<file path="src/rtl/ps2_pkg.sv">
`default_nettype none
//==============================================================================
// ps2_pkg - shared types and constants for the PS/2 receiver. Rev 1.0
//==============================================================================
package ps2_pkg;

    localparam int PS2_DATA_BITS  = 8;
    localparam int PS2_FRAME_BITS = 11;

    typedef enum logic [1:0] {
        ERR_TIMEOUT  = 2'd0,
        ERR_PARITY   = 2'd1,
        ERR_FRAME    = 2'd2,
        ERR_OVERFLOW = 2'd3
    } ps2_err_e;

    typedef enum logic [1:0] {
        ST_IDLE   = 2'd0,
        ST_DATA   = 2'd1,
        ST_PARITY = 2'd2,
        ST_STOP   = 2'd3
    } ps2_state_e;

endpackage
`default_nettype wire

</file>
<file path="src/rtl/ps2_rx_fifo.sv">
`default_nettype none
//==============================================================================
// ps2_rx_fifo - show-ahead byte FIFO; a push while full lands only with a pop. Rev 1.0
//==============================================================================
module ps2_rx_fifo
    import ps2_pkg::*;
#(
    parameter int FIFO_BITS = 3
) (
    input  logic                 clk,
    input  logic                 rst_n,
    input  logic                 i_push,
    input  logic [7:0]           i_data,
    input  logic                 i_pop,
    output logic [7:0]           o_data,
    output logic                 o_valid,
    output logic                 o_full,
    output logic                 o_overflow,
    output logic [FIFO_BITS:0]   o_count
);

    localparam int                c_DEPTH = 1 << FIFO_BITS;
    localparam logic [FIFO_BITS:0] c_FULL = (FIFO_BITS + 1)'(c_DEPTH);

    logic [PS2_DATA_BITS-1:0] r_mem [c_DEPTH];
    logic [FIFO_BITS-1:0]     r_wptr;
    logic [FIFO_BITS-1:0]     r_rptr;
    logic [FIFO_BITS:0]       r_count;
    logic                     w_empty;
    logic                     w_full;
    logic                     w_pop;
    logic                     w_wr;

    assign w_empty = (r_count == '0);
    assign w_full  = (r_count == c_FULL);
    assign w_pop   = i_pop & ~w_empty;
    // A pop in the same cycle frees the slot the push is about to take.
    assign w_wr    = i_push & (~w_full | w_pop);

    always_ff @(posedge clk) begin
        if (w_wr) begin
            r_mem[r_wptr] <= i_data;
        end
    end

    always_ff @(posedge clk or negedge rst_n) begin
        if (!rst_n) begin
            r_wptr  <= '0;
            r_rptr  <= '0;
            r_count <= '0;
        end else begin
            if (w_wr) begin
                r_wptr <= r_wptr + 1'b1;
            end
            if (w_pop) begin
                r_rptr <= r_rptr + 1'b1;
            end
            case ({w_wr, w_pop})
                2'b10:   r_count <= r_count + 1'b1;
                2'b01:   r_count <= r_count - 1'b1;
                default: r_count <= r_count;
            endcase
        end
    end

    assign o_data     = w_empty ? '0 : r_mem[r_rptr];
    assign o_valid    = ~w_empty;
    assign o_full     = w_full;
    assign o_overflow = i_push & ~w_wr;
    assign o_count    = r_count;

endmodule
`default_nettype wire

</file>
<file path="src/rtl/ps2_rx.sv">
`default_nettype none
//==============================================================================
// ps2_rx - PS/2 11-bit frame receiver feeding a show-ahead byte FIFO.
// Optional abandoned-frame timeout: define PS2_RX_TIMEOUT_EN. Rev 1.0
//==============================================================================
module ps2_rx
    import ps2_pkg::*;
#(
    parameter int FIFO_BITS = 3,
    parameter int TIMEOUT   = 8192
) (
    input  logic                 clk_sys,
    input  logic                 reset_n,
    input  logic                 ps2_clk,
    input  logic                 ps2_data,
    output logic [7:0]           rx_data,
    output logic                 rx_valid,
    input  logic                 rx_ready,
    output logic                 rx_err,
    output logic [1:0]           rx_err_code,
    output logic [FIFO_BITS:0]   fifo_count
);

    logic                     r_clk_s1, r_clk_s2, r_clk_d;
    logic                     r_dat_s1, r_dat_s2;
    logic                     w_fall;

    ps2_state_e               r_state, w_state_nxt;
    logic [PS2_DATA_BITS-1:0] r_shift, w_shift_nxt;
    logic [2:0]               r_bitcnt, w_cnt_nxt;
    logic                     r_par, w_par_nxt;
    logic                     r_perr, w_perr_nxt;
    logic                     w_push, w_frame_err, w_par_fail, w_timeout, w_ovf;
    logic                     w_full;
    logic                     w_err_any;
    ps2_err_e                 w_code;
    logic                     r_err;
    logic [1:0]               r_code;

    // Sync flops reset high so a release never looks like a falling edge.
    always_ff @(posedge clk_sys or negedge reset_n) begin
        if (!reset_n) begin
            r_clk_s1 <= 1'b1;
            r_clk_s2 <= 1'b1;
            r_clk_d  <= 1'b1;
            r_dat_s1 <= 1'b1;
            r_dat_s2 <= 1'b1;
        end else begin
            r_clk_s1 <= ps2_clk;
            r_clk_s2 <= r_clk_s1;
            r_clk_d  <= r_clk_s2;
            r_dat_s1 <= ps2_data;
            r_dat_s2 <= r_dat_s1;
        end
    end

    assign w_fall = r_clk_d & ~r_clk_s2;

`ifdef PS2_RX_TIMEOUT_EN
    localparam int c_TO_W = $clog2(TIMEOUT + 1);
    logic [c_TO_W-1:0] r_to_cnt;

    always_ff @(posedge clk_sys or negedge reset_n) begin
        if (!reset_n) begin
            r_to_cnt <= '0;
        end else if ((r_state == ST_IDLE) || w_fall) begin
            r_to_cnt <= '0;
        end else begin
            r_to_cnt <= r_to_cnt + 1'b1;
        end
    end

    assign w_timeout = (r_state != ST_IDLE) && !w_fall && (r_to_cnt == c_TO_W'(TIMEOUT - 1));
`else
    logic w_unused_timeout;
    assign w_unused_timeout = ^TIMEOUT;
    assign w_timeout        = 1'b0;
`endif

    always_ff @(posedge clk_sys or negedge reset_n) begin
        if (!reset_n) begin
            r_state  <= ST_IDLE;
            r_shift  <= '0;
            r_bitcnt <= '0;
            r_par    <= 1'b1;
            r_perr   <= 1'b0;
        end else begin
            r_state  <= w_state_nxt;
            r_shift  <= w_shift_nxt;
            r_bitcnt <= w_cnt_nxt;
            r_par    <= w_par_nxt;
            r_perr   <= w_perr_nxt;
        end
    end

    always_comb begin
        w_state_nxt = r_state;
        w_shift_nxt = r_shift;
        w_cnt_nxt   = r_bitcnt;
        w_par_nxt   = r_par;
        w_perr_nxt  = r_perr;
        w_push      = 1'b0;
        w_frame_err = 1'b0;
        w_par_fail  = 1'b0;
        if (w_timeout) begin
            w_state_nxt = ST_IDLE;
        end else if (w_fall) begin
            case (r_state)
                ST_IDLE: begin
                    if (!r_dat_s2) begin
                        w_state_nxt = ST_DATA;
                        w_cnt_nxt   = '0;
                        w_par_nxt   = 1'b1;
                        w_perr_nxt  = 1'b0;
                    end
                end
                ST_DATA: begin
                    w_shift_nxt[r_bitcnt] = r_dat_s2;
                    w_par_nxt             = r_par ^ r_dat_s2;
                    w_cnt_nxt             = r_bitcnt + 3'd1;
                    if (r_bitcnt == 3'(PS2_DATA_BITS - 1)) begin
                        w_state_nxt = ST_PARITY;
                    end
                end
                ST_PARITY: begin
                    w_perr_nxt  = (r_dat_s2 != r_par);
                    w_state_nxt = ST_STOP;
                end
                ST_STOP: begin
                    // A bad stop bit outranks a parity error from the same frame.
                    if (!r_dat_s2) begin
                        w_frame_err = 1'b1;
                    end else if (r_perr) begin
                        w_par_fail = 1'b1;
                    end else begin
                        w_push = 1'b1;
                    end
                    w_state_nxt = ST_IDLE;
                end
                default: w_state_nxt = ST_IDLE;
            endcase
        end
    end

    ps2_rx_fifo #(
        .FIFO_BITS (FIFO_BITS)
    ) u_fifo (
        .clk        (clk_sys),
        .rst_n      (reset_n),
        .i_push     (w_push),
        .i_data     (r_shift),
        .i_pop      (rx_ready),
        .o_data     (rx_data),
        .o_valid    (rx_valid),
        .o_full     (w_full),
        .o_overflow (w_ovf),
        .o_count    (fifo_count)
    );

    always_comb begin
        w_code = ERR_TIMEOUT;
        if (w_ovf) begin
            w_code = ERR_OVERFLOW;
        end else if (w_frame_err) begin
            w_code = ERR_FRAME;
        end else if (w_par_fail) begin
            w_code = ERR_PARITY;
        end
    end

    assign w_err_any = w_timeout | w_frame_err | w_par_fail | w_ovf;

    always_ff @(posedge clk_sys or negedge reset_n) begin
        if (!reset_n) begin
            r_err  <= 1'b0;
            r_code <= '0;
        end else begin
            r_err <= w_err_any;
            if (w_err_any) begin
                r_code <= w_code;
            end
        end
    end

    assign rx_err      = r_err;
    assign rx_err_code = r_code;

endmodule
`default_nettype wire

</file>
<file path="config.mk">
export PLATFORM = sky130hd
export DESIGN_NAME = ps2_rx
export DESIGN_NICKNAME = d
export VERILOG_FILES = /design/src/rtl/ps2_pkg.sv /design/src/rtl/ps2_rx_fifo.sv /design/src/rtl/ps2_rx.sv
export SDC_FILE = /design/constraint.sdc
export NUM_CORES = 1
export LEC_CHECK = 0
export ABC_AREA = 1
export ABC_CLOCK_PERIOD_IN_PS = 2000
export BUFFER_PORTS_ARGS = -buffer_cell sky130_fd_sc_hd__buf_2
export CORE_UTILIZATION = 54
export DETAILED_ROUTE_END_ITERATION = 10
export GPL_ROUTABILITY_DRIVEN = 0
export PLACE_DENSITY = 0.74
export SLEW_MARGIN = 10
export SYNTH_ARGS = -nofsm -noshare
export SYNTH_HDL_FRONTEND = slang
export SYNTH_SLANG_ARGS = --single-unit
</file>
<file path="constraint.sdc">
create_clock -name clk_sys -period 2 [get_ports clk_sys]
set_clock_uncertainty 0.2 [all_clocks]
set_input_delay 0.2 -clock clk_sys [delete_from_list [all_inputs] [get_ports clk_sys]]
set_output_delay 0.2 -clock clk_sys [all_outputs]
set_load 0.01 [all_outputs]
</file>
Yosys cells after proc, flatten, opt, wreduce, memory -nomap -nowiden:

Memory sizes are Yosys's and may differ from the RTL's.
Cells that the tools add are included.

* flip-flop bits (word level): 33
* bits in latches: 0
* bits in writable memories: 64
* bits in read-only memories: 0
* bits of input ports: 5
* output and inout bits: 16
* word-level logic and storage cells: 85
* memories kept: 1

Memory list
* u_fifo.r_mem: words 8, width 8, rd ports 1, clocked after memory_dff 0, wr ports 1, line ps2_rx_fifo.sv:25 `logic [PS2_DATA_BITS-1:0] r_mem [c_DEPTH];`

* $add $sub $neg: 5
* multipliers: 0
* div/mod/pow operators: 0
* order comparisons: 2
* equal/unequal tests: 10
* shift-type cells: 0
* multiplexer cells: 30
* bitwise logic cells: 12
* reductions and logical operators: 10

Operators with widths (count)
* $mux 1: 17
* $add 3x1->3 const B: 3
* $reduce_and 3->1: 3
* $bwmux 8: 1
* $mux 2: 4
* $mux 8: 1
* $pmux 2 s4: 1
* $pmux 4 s2: 1
* $eq 2x2->1 const B: 3
* $pmux 3 s2: 1
* $reduce_bool 2->1: 3
* $add 4x1->4 const B: 1
* $and 1x1->1: 4
* $eq 2x1->1 const B: 2
* $eq 4x4->1 const B: 1
* $logic_not 4->1: 1
* $lt 3x4->1 const B: 1
* $ne 2x2->1 const B: 2
* $not 1->1: 4
* $pmux 1 s2: 2
* $sub 4x1->4 const B: 1
* $demux 1 s3: 1
* $eq 3x3->1 const B: 1
* $ge 3x1->1 const B: 1
* other kinds (7): 9

Logic depth before layout (Yosys ltp):

* depth after elaboration: 8
* depth in mapped cells: 16

Cells and area by module:

A second synthesis with hierarchy kept.

* cell total of the unflattened synthesis: 410
* area total of the unflattened synthesis: 4336.7 sq um

By module, submodules not included
* ps2_rx_fifo: instances 1, cells each 272, area each 3184.3 sq um, sequential area each 2172.1 sq um
* ps2_rx: instances 1, cells each 138, area each 1152.4 sq um, sequential area each 583.1 sq um

Worst setup path before layout:

No wires, ideal clock.

* path kind: register to register
* start point: register u_fifo.r_count[1] (netlist: u_fifo.o_count[1])
* end point: register u_fifo.r_count[3] (netlist: u_fifo.o_count[3])
* arrival time: 1.859 ns
* data required time: 1.687 ns
* slack: -0.172 ns
* stages on the path, launching flop included: 16
* cells stage by stage: dfrtp_1 -> nor2_2 -> nand2_4 -> nand2_4 -> inv_2 -> nand2_4 -> inv_1 -> ha_1 -> nand2_1 -> nand2_1 -> nor2_1 -> inv_1 -> nand2_1 -> nand3_1 -> nand2_1 -> inv_1

* longest elaborated chain between the ends: 7
* elaborated cells between the ends (all ways): 13
* classes of those cells: 2 x add/sub; 3 x eq/ne; 1 x mux; 5 x bitwise; 2 x reduce/logical

Ends and longest elaborated chain
* start: declaration: line ps2_rx_fifo.sv:28 `logic [FIFO_BITS:0] r_count;`
* start signal: assignment: line ps2_rx_fifo.sv:59 `2'b10: r_count <= r_count + 1'b1;`
* start signal: assignment: line ps2_rx_fifo.sv:60 `2'b01: r_count <= r_count - 1'b1;`
* start signal: assignment: line ps2_rx_fifo.sv:61 `default: r_count <= r_count;`
* $logic_not 4->1 (*): line ps2_rx_fifo.sv:34 `assign w_empty = (r_count == '0);`
* $not 1->1 (*)
* named net rx_valid: line ps2_rx.sv:17 `output logic rx_valid,`
* $and 1x1->1 (*): line ps2_rx_fifo.sv:36 `assign w_pop = i_pop & ~w_empty;`
* $or 1x1->1: line ps2_rx_fifo.sv:38 `assign w_wr = i_push & (~w_full | w_pop);`
* $and 1x1->1: line ps2_rx_fifo.sv:38
* $eq 2x1->1 or $eq 2x2->1 (tied branches): line ps2_rx_fifo.sv:58 `case ({w_wr, w_pop})`
* $pmux 4 s2 or $reduce_bool 2->1 (tied branches)

Mark *: on every way through the listed nets, which the timed path passes. The rest lies on a longest branch.
A chain may end at the register's enable or synchronous reset.

Worst setup path after layout:

* start point: register u_fifo.r_rptr[1]
* end point: output port rx_data[6]

* longest elaborated chain between the ends: 2

Ends and longest elaborated chain
* start: declaration: line ps2_rx_fifo.sv:27 `logic [FIFO_BITS-1:0] r_rptr;`
* start signal: assignment: line ps2_rx_fifo.sv:56 `r_rptr <= r_rptr + 1'b1;`
* $mem_v2 8x8
* $mux 8: line ps2_rx_fifo.sv:66 `assign o_data = w_empty ? '0 : r_mem[r_rptr];`
* end: declaration: line ps2_rx.sv:16 `output logic [7:0] rx_data,`

Every way passes these cells.

==> key figures <==
Timing
  • Upper clock frequency limit: ~0.48 GHz
  • Final count of negative-setup-slack endpoints: 9
  • Unrepaired setup endpoints after global routing: yes
  • Max-slew violations: 0
  • Post-route fraction of the period consumed by the critical path: 1.033
  • Final period demand of the worst path: 2.065 ns
  • Headroom to the max-slew limit: 0.4958
  • Hold violation total from the final report: 0
  • Post-route worst setup slack: -0.06534 ns
  • Slew at the pin with the worst max-slew slack: 0.7563 ns

Min path
  • Worst min-delay path startpoint: r_clk_s1
  • Path class of the lowest-slack min-delay path: reg2reg
  • Number of stages on the worst hold path: 0

Worst setup path
  • Worst flop-to-flop path startpoint: r_dat_s2
  • Master of the slowest instance on the critical path: sky130_fd_sc_hd__dfrtp_1
  • Critical path capture point: rx_data[6]
  • Startpoint type of the worst setup path: flop
  • Worst setup slack for register-to-register paths: -0.02 ns
  • Worst-path fanout max: 16
  • Capturing point of the worst reg2reg path: u_fifo.o_count[3]
  • Largest stage delay, worst path: 0.42 ns
  • Required time worst endpoint: 1.60 ns
  • Critical path endpoint category: primary output
  • Worst Path Arrival: ~1.7 ns
  • Cell-by-cell trace of the critical path: buf_6, o21ai_1, o211ai_1, nand2_1, nor2_1, buf_2
  • Path depth of the worst reg2reg path: 15
  • Kind of critical path: reg2out
  • Critical Path Source: u_fifo.r_rptr[1]

Floorplan
  • Floorplan die width: ~90 um
  • Starting Density: 0.5675
  • Floorplan core area: approximately 0.0073 mm^2
  • Row count: 31
  • Die extent in y: between 80 and 90 um
  • I/O pin count: 21
  • DIE AREA: roughly 0.0081 mm^2

Power
  • Portion of total power attributed to the clock network: 0.195
  • Areal power density over the cells: between 1000 and 1500 mW/mm^2
  • Static leakage: just over 0.002 uW
  • Net switching power: about 2600 uW
  • Internal power consumption: approximately 4400 uW
  • VDD IR-drop max: 579.7 uV
  • Sequential Power Share: 0.393
  • Share of total power in combinational logic: 0.412
  • Switch share: 0.3714

Yosys
  • Primary FF master, synth: sky130_fd_sc_hd__edfxtp_1
  • Simple-gate portion of the synthesized area: 0.1588
  • Average footprint of a synthesized cell: about 11 um^2
  • Synthesized netlist net count: 389
  • Register area share after synthesis: 0.6623
  • Portion of netlist area occupied by mux cells: 0
  • Synth unique cells: 29
  • Post-synthesis xor/xnor area fraction: 0.01263
  • Number of enable-type register cells in the synthesized netlist: 64
  • Combinational family with the most area after synthesis: simple AND/OR/NAND/NOR gates
  • Yosys reg bits: between 90 and 100
  • Synth Area in Adders: 0.03489
  • Yosys warns: 0
  • Post-synthesis cell count: around 370
  • Synth async-reset ratio: 0.3402
  • Cell area after technology mapping: roughly 0.0042 mm^2
  • Fraction of the mapped netlist area in compound gates: 0.09534

Global route
  • Global route total overflow: 0
  • Vias in the first global route: between 2k and 3k
  • Total global-route track usage: 0.2221
  • Number of antenna violations at the first check in global routing: 0
  • Maximum number of pins on one net before global-route repair: 34
  • Global-route wire length before repair: 13.77 mm

Layout
  • Fraction of final layout cells with drive strength greater than 1: 0.3144
  • Net count, final: 450
  • Post-Layout Inst Area: approximately 0.0052 mm^2
  • Final standard cell utilization of the core: 0.7049
  • Antenna diode count: 0
  • Area Overhead vs Synth: 24.21%

Clock tree
  • Clock tree from TritonCTS: done
  • Clk Latency, worst-skew pair: 0.35 ns
  • Htree depth: 3
  • Clock Tree Root: sky130_fd_sc_hd__clkbuf_8
  • Clk slew on worst S/H paths: 0.09 ns
  • Sinks on the clock net: just under 100
  • Maximum clock path buffer count: 2
  • Cts bufs inserted: 9

Drt
  • Ratio of routed vias to standard cells: approximately 5.3
  • Antenna violation net count after detailed routing: 0
  • Number of vias after detailed routing: between 2k and 3k
  • Final Routed Wirelength: a little under 9 mm
  • DR iter-0 viols: about 210
  • Number of search-and-repair iterations in the first detailed-routing pass: 4
  • Remaining routing DRC violations: 0
  • Routed len/inst: 16.25 um

Status
  • Result of the run: finished with violations
  • Failing checks: setup timing

Place
  • Detailed placement HPWL: 5.748 mm
  • Buffers added on ports: 20
  • Placement-stage cell area: 0.004601 mm^2

Job
  • Max-cap viol count: 0
==> state kept, by name, summed over array words and instances (netlist names), 2 cells and up <==
name / flops
r_state: 2
r_shift: 8
u_fifo.r_rptr: 3
u_fifo.o_count: 4
u_fifo.r_mem: 64
rx_err_code: 2
u_fifo.r_wptr: 3
r_bitcnt: 3
==> power by group through the flow <==
| stage | Sequential (uW) | Clock (uW) | Combinational, uW |
|---|---|---|---|
| 2_1_floorplan | 2760 | 0 | 1490 |
| 3_3_place_gp | 2760 | 0 | 2270 |
| 3_5_place_dp | 2780 | 0 | 2350 |
| 4_1_cts | 2760 | 1400 | 2570 |
| 5_1_grt | 2810 | 1480 | 3210 |
| 6_report | 2770 | 1370 | 2910 |
==> synthesized netlist by cell type, drive strengths merged, types with 2 or more instances <==
library cell / instances / area, um^2
o211ai: 9 / 67.56
a21oi: 7 / 35.03
ha: 10 / 125.1
xnor2: 2 / 17.52
nor2: 87 / 351.6
xor2: 4 / 35.03
inv: 27 / 101.3
dfstp: 6 / 157.7
dfrtp: 27 / 675.7
o21ai: 46 / 230.2
edfxtp: 64 / 1922
nor3: 3 / 15.01
nand3: 9 / 60.06
o22ai: 8 / 50.05
buf: 9 / 43.79
nand2: 50 / 225.2
==> what timing repair did <==
action	CTS	global route
setup endpoints to repair	36	49
pin swaps	9	27
hold buffers	4	0
hold endpoints to repair	30	0
gates resized for setup	11	43
setup buffers	5	3
gates cloned	1	1
==> how the worst min path moves through the flow <==
stage,end,slack (ns)
global route,r_clk_s2,0.17
finish,r_clk_s2,0.16
global placement,u_fifo.o_count[3],0.09
detailed placement,u_fifo.r_rptr[0],0.10
floorplan,r_bitcnt[0],-0.30
CTS,r_clk_s2,0.16
==> layer usage <==
metal / GRT usage / part of all wire
met2: 0.3673 / 0.50
met5: 0 / 0
met4: 0.09836 / 0.022
met3: 0.03215 / 0.041
met1: 0.2939 / 0.44
==> metrics by stage <==
step	setup TNS, ns	power, uW	setup slack [ns]	hold slack (ns)	cells
3_5_place_dp	-0.1044	5131	-0.04906	0.1045	508
3_3_place_gp	0	5029	0.03338	0.09102	508
2_1_floorplan	-0.02542	4246	-0.02542	-0.2956	373
6_report	-0.3952	7052	-0.06534	0.1644	538
4_1_cts	-0.3821	6724	-0.07322	0.1638	534
5_1_grt	-1.637	7503	-0.2053	0.1708	538
==> cell type report <==
cell class	instances	area (um^2)
Inverter	27	108.9
Fill cell	486	2163
Tap cell	99	123.9
Sequential cell	97	2761
Timing Repair Buffer	60	524.3
Clock inverter	6	90.09
Clock buffer	10	127.6
Multi-Input combinational cell	239	1431
==> cells in the final DEF, fill, tap and decap left out, drive strengths merged <==
cell type / instances
a21boi: 1
a21oi: 7
a31oi: 1
buf: 55
bufinv: 2
clkbuf: 11
clkinv: 2
clkinvlp: 1
dfrtp: 27
dfstp: 6
dlygate4sd3: 4
edfxtp: 64
fa: 1
ha: 10
inv: 28
nand2: 50
nand3: 9
nor2: 87
nor3: 3
o211ai: 9
o21ai: 46
o22ai: 8
or2: 1
xnor2: 2
xor2: 4
==> logic make-up after synthesis <==
| family | count (synthesis) |
|---|---|
| xor gates and xnor gates | 6 |
| and+or+nand+nor | 150 |
| DFF | 97 |
| buffers and inverters | 37 |
| adders and majority gates | 11 |
| AOI/OAI and AO/OA | 72 |
==> worst max-delay path: cells and delay by family (launching register included) <==
kind	cells	cell delay [ns]
DFF	1	0.42
buffers and inverters	2	0.32
and+or+nand+nor	2	0.25
AOI/OAI and AO/OA	2	0.32
No activity file was read; power rests on OpenSTA's default activity.
